--- config.mk ---
export PLATFORM = sky130hd
export DESIGN_NAME = fifo_rd_packer
export DESIGN_NICKNAME = d
export VERILOG_FILES = /design/src/rtl/fifo_rd_packer.sv
export SDC_FILE = /design/constraint.sdc
export NUM_CORES = 1
export LEC_CHECK = 0
export BUFFER_PORTS_ARGS = -buffer_cell sky130_fd_sc_hd__buf_4
export CAP_MARGIN = 30
export CORE_MARGIN = 5
export CORE_UTILIZATION = 55
export CTS_CLUSTER_SIZE = 28
export DETAILED_ROUTE_END_ITERATION = 10
export GPL_TIMING_DRIVEN = 0
export PLACE_DENSITY_LB_ADDON = 0.3
export SETUP_SLACK_MARGIN = 0.2
export SKIP_LAST_GASP = 1
export SYNTH_ARGS = -nofsm -noshare
export SYNTH_HDL_FRONTEND = slang
export SYNTH_SLANG_ARGS = --single-unit
export TNS_END_PERCENT = 1
--- constraint.sdc ---
create_clock -name clk -period 2.27 [get_ports clk]
set_clock_uncertainty 0.05 [all_clocks]
set_input_delay 0 -clock clk [delete_from_list [all_inputs] [get_ports clk]]
set_output_delay 0 -clock clk [all_outputs]
set_load 0.05 [all_outputs]
--- src/rtl/fifo_rd_packer.sv ---
// Drains a single-clock FIFO and packs PACK consecutive entries, little-endian,
// into one wide word on a valid/ready port. A flush pulse emits a partial word with lane enables.
module fifo_rd_packer #(
  parameter int DATA_WIDTH = 8,
  parameter int PACK       = 4,
  parameter int CNT_WIDTH  = 3
) (
  input  logic                       clk,
  input  logic                       rst,
  input  logic                       fifo_empty,
  output logic                       fifo_rd_ready,
  input  logic                       fifo_rd_valid,
  input  logic [DATA_WIDTH-1:0]      fifo_rd_data,
  input  logic                       flush,
  output logic                       out_valid,
  input  logic                       out_ready,
  output logic [DATA_WIDTH*PACK-1:0] out_data,
  output logic [PACK-1:0]            out_be,
  output logic                       out_last,
  output logic                       err
);
  localparam int OW = DATA_WIDTH * PACK;

  logic [CNT_WIDTH-1:0] cnt;
  logic                 inflight;
  logic                 flush_pending;
  logic [OW-1:0]        asm_data;

  logic [CNT_WIDTH:0]   fill;
  logic                 rd_acc, capture, slot_free, full;
  logic                 do_full, do_part, flush_clear;
  logic [PACK-1:0]      part_be;
  logic [OW-1:0]        part_data;

  // Fill includes the outstanding read so the assembly register can never overflow.
  assign fill          = {1'b0, cnt} + (CNT_WIDTH+1)'(inflight);
  assign fifo_rd_ready = !rst && !flush_pending && (fill < (CNT_WIDTH+1)'(PACK));
  assign rd_acc        = fifo_rd_ready && !fifo_empty;
  assign capture       = fifo_rd_valid && inflight;
  assign slot_free     = !out_valid || out_ready;
  assign full          = (cnt == CNT_WIDTH'(PACK));
  assign do_full       = full && slot_free;
  assign flush_clear   = do_full || (flush_pending && !inflight && slot_free);
  assign do_part       = flush_pending && !inflight && slot_free && !full && (cnt != '0);

  // Partial word: only lanes below cnt are real; stale lanes are zeroed.
  always_comb begin
    part_be   = '0;
    part_data = '0;
    for (int i = 0; i < PACK; i++) begin
      if (CNT_WIDTH'(i) < cnt) begin
        part_be[i]                              = 1'b1;
        part_data[i*DATA_WIDTH +: DATA_WIDTH]   = asm_data[i*DATA_WIDTH +: DATA_WIDTH];
      end
    end
  end

  always_ff @(posedge clk or posedge rst) begin
    if (rst) begin
      cnt           <= '0;
      inflight      <= 1'b0;
      flush_pending <= 1'b0;
      asm_data      <= '0;
      err           <= 1'b0;
      out_valid     <= 1'b0;
      out_data      <= '0;
      out_be        <= '0;
      out_last      <= 1'b0;
    end else begin
      inflight      <= rd_acc;
      flush_pending <= (flush_pending && !flush_clear) || flush;
      if (fifo_rd_valid && !inflight) err <= 1'b1;

      if (capture) begin
        for (int i = 0; i < PACK; i++)
          if (cnt == CNT_WIDTH'(i)) asm_data[i*DATA_WIDTH +: DATA_WIDTH] <= fifo_rd_data;
        cnt <= cnt + 1'b1;
      end else if (do_full || do_part) begin
        cnt <= '0;
      end

      if (do_full) begin
        out_valid <= 1'b1;
        out_data  <= asm_data;
        out_be    <= '1;
        out_last  <= flush_pending;
      end else if (do_part) begin
        out_valid <= 1'b1;
        out_data  <= part_data;
        out_be    <= part_be;
        out_last  <= 1'b1;
      end else if (out_ready) begin
        out_valid <= 1'b0;
      end
    end
  end
endmodule

==> metrics.txt <==
status=finished clean; area leader, netlist=dfrtp_1; clock latency on the worst-skew pair=0.35 ns; Peak VDD IR=0.000564 V; sequential area share after synthesis=0.582; io pins=54; layout cells sized above 1=0.399; dpl cells=380; crit-path leading delay family=flip-flops; largest family of logic cells by synthesized area=multiplexers; crit-path max FO=10; Setup CP Type=flop to flop; switching share of power=0.368; Horiz. Die Dim=87.1 um; CP peak stage delay=0.39 ns; post-synth cell types=33; non-filler cells, final=411; Synth Warn #=0; core area=5850 sq um; CTS Buf Count=9; Net Sw Power=0.00179 W; hold slack=0.0473 ns; CTS tree=done; highest metal used=met4; Hold Path Depth=3; Worst R2R Setup Slack=0.37 ns; depth of the worst register-to-register path=6; WHS Endpoint=out_valid$_DFFE_PP0P_; slew margin rel.=0.630; setup TNS=0 ns; post-route ant nets=0; #FFs+latches synth=76; Reg-to-Reg End=out_be[1]$_DFFE_PP0P_; mux contribution to synthesized area=0.222; Post-DP HPWL=4430 um; Final nets=349; vias per cell=5.15; synth top area cells=dfrtp_1 58%, mux2_2 14%, mux2i_1 7.4%; Sequential Power Share=0.397; # H-tree levels=3; leakage=2.19 nW; CTS max path bufs=2; share of the synthesized area in the top cell type=0.582; Setup crit end kind=flop; area grow syn2layout=26.6%; num rows=28; largest net degree at the start of global routing=44; Synth Area in Simple Gates=0.103; Pint=0.00308 W; Placer Congestion=0.828; met2 wire length=3190 um; M1 WL=2960 um; die area=7580 sq um; worst slew pin tran=0.551 ns; Syn Nets=269; clock root cell=clkbuf_8; Initial Util=0.558; Adder-Cell Fraction of Synth Area=0.0115; PortBufs=52; CTS Sinks=76; Setup WS pre-CTS=0.145 ns; endpoints failing setup=0; MaxCap Viol Count=0; routed len/inst=16.2 um; first-pass GRT wire length=11,400 um; fmax=0.527 GHz; gr usage total=0.199; Synth Instances=252; worst hold path type=input pin to flop; initial antenna violation count=0; Ant. Diodes=0; first-pass iteration count of the detailed router=4; fin worst setup slack=0.374 ns; final wirelength=6650 um; RSZ-0062 raised after global routing=no; complex-gate fraction of the synthesized area=0.0295; Worst Hold Launch=out_ready; final worst path period need=1.90 ns; vias in the first global route=2,276; XOR/XNOR Fraction of Synth Area=0; vias=2,117; final hold vios=0; PD cells=1180 nW/um^2; crit-path cells=inv_1, ha_1, and2_1, o21ai_4, buf_6, mux2_1; Logic pwr share=0.399; Die Ht=87.1 um; grt ovf=0; Clk pwr share=0.204; Worst setup SP type=flop; Req. time, crit path=2.45 ns; Buf+Inv Stages, Crit Path=2; WP data arrival=2.08 ns; initial DRC count=96; met3 WL=357 um; mapped cell area=3270 sq um; Slowest-stage cell, CP=dfrtp_2; final cycle utilization of the critical path=0.835; Critical R2R Launch=cnt[1]$_DFFE_PP0P_; clock-pin slew on the worst setup and hold paths=0.07 ns; # DRC=0; Slew Limit Fails=0; syn avg cell area=13.0 sq um
==> layout make-up <==
type                            count  area (sq um)
Tap cell                           75          93.8
Clock inverter                      2          35.0
Timing Repair Buffer               69           561
Fill cell                         433          1720
Sequential cell                    76          1900
Multi-Input combinational cell    137          1210
Clock buffer                       13           149
Buffer                             10          70.1
Inverter                           29           111
==> Yosys cell counts <==
cell	number
a21o_1	5
a21oi_1	2
a31o_2	2
and2_1	1
and2b_1	7
and3_1	2
buf_1	1
buf_2	3
buf_4	5
clkbuf_1	1
dfrtp_1	76
ha_1	3
inv_1	29
mux2_1	1
mux2_2	42
mux2i_1	24
nand2_1	26
nand2b_1	3
nand3_1	2
nand3_4	1
nand4b_2	2
nor2_1	2
nor2_8	1
nor2b_1	2
nor3_2	1
nor3_4	1
nor3b_2	1
nor4_1	1
o2111ai_1	1
o21ai_0	1
o21ai_2	1
o2bb2ai_1	1
or2_2	1
==> worst register-to-register path, cell delays in order (launching register included) <==
cell     delay [ns]
dfrtp_2        0.39
inv_1          0.09
ha_1           0.27
and2_1         0.24
o21ai_4        0.22
buf_6          0.20
mux2_1         0.33
==> layer usage <==
metal | vias up | track usage
met4 | 0 | 0.0765
met3 | 16 | 0.0520
met2 | 52 | 0.310
met1 | 1056 | 0.268
li1 | 993 | -
met5 | - | 0
==> power groups by stage <==
stage	Clock, W	Sequential [W]	Combinational (W)
2_1_floorplan	0	0.00240	0.000900
3_3_place_gp	0	0.00196	0.00179
3_5_place_dp	0	0.00198	0.00184
4_1_cts	0.00101	0.00196	0.00186
5_1_grt	0.00108	0.00198	0.00209
6_report	0.000993	0.00193	0.00194
==> flip-flops by register name (all words and copies together), names as in the netlist <==
| register | count |
|---|---|
| out_last | 1 |
| out_data | 32 |
| flush_pending | 1 |
| out_be | 4 |
| err | 1 |
| cnt | 3 |
| out_valid | 1 |
| asm_data | 32 |
| inflight | 1 |
==> cells in the final DEF, fill, tap and decap left out, types with 3 or more instances in the layout <==
cell type       n
a21o_1          5
and2b_1         7
mux2i_1        24
ha_1            3
inv_1          28
clkbuf_1        4
buf_4          59
dlygate4sd3_1  12
dfrtp_1        74
nand2_1        26
nand2b_1        3
mux2_2         42
clkbuf_8       10
==> cell families after synthesis <==
group | Yosys count
mux | 67
simple gates | 54
flops | 76
fa+ha+maj | 3
buf+inv | 39
compound gates | 13
==> how the worst max path moves through the flow <==
stage / startpoint / to / slack [ns] / cells past startpoint
6_report: cnt[1]$_DFFE_PP0P_ / out_be[1]$_DFFE_PP0P_ / 0.37 / 6
5_1_grt: cnt[1]$_DFFE_PP0P_ / out_be[1]$_DFFE_PP0P_ / 0.26 / 6
4_1_cts: cnt[0]$_DFFE_PP0P_ / out_be[1]$_DFFE_PP0P_ / 0.23 / 6
3_5_place_dp: cnt[0]$_DFFE_PP0P_ / out_be[1]$_DFFE_PP0P_ / 0.14 / 6
3_3_place_gp: rst / out_data[27]$_DFFE_PP0P_ / -0.62 / 2
2_1_floorplan: rst / asm_data[0]$_DFFE_PP0P_ / 0.28 / 1
==> repair_timing <==
action / 4_1_cts / 5_1_grt
setup buffers: 0 / 4
setup endpoints to repair: 17 / 19
hold buffers: 12 / 0
pin swaps: 0 / 0
resized for setup: 2 / 4
hold endpoints to repair: 68 / 0
==> through the flow <==
step	utilization	total power (W)	cell area, sq um
2_1_floorplan	-	0.00330	3270
3_3_place_gp	0.642	0.00375	3760
3_5_place_dp	0.646	0.00382	3780
4_1_cts	0.698	0.00483	4090
5_1_grt	0.706	0.00515	4130
6_report	0.706	0.00487	4130
(Power assumes the default switching activity.)
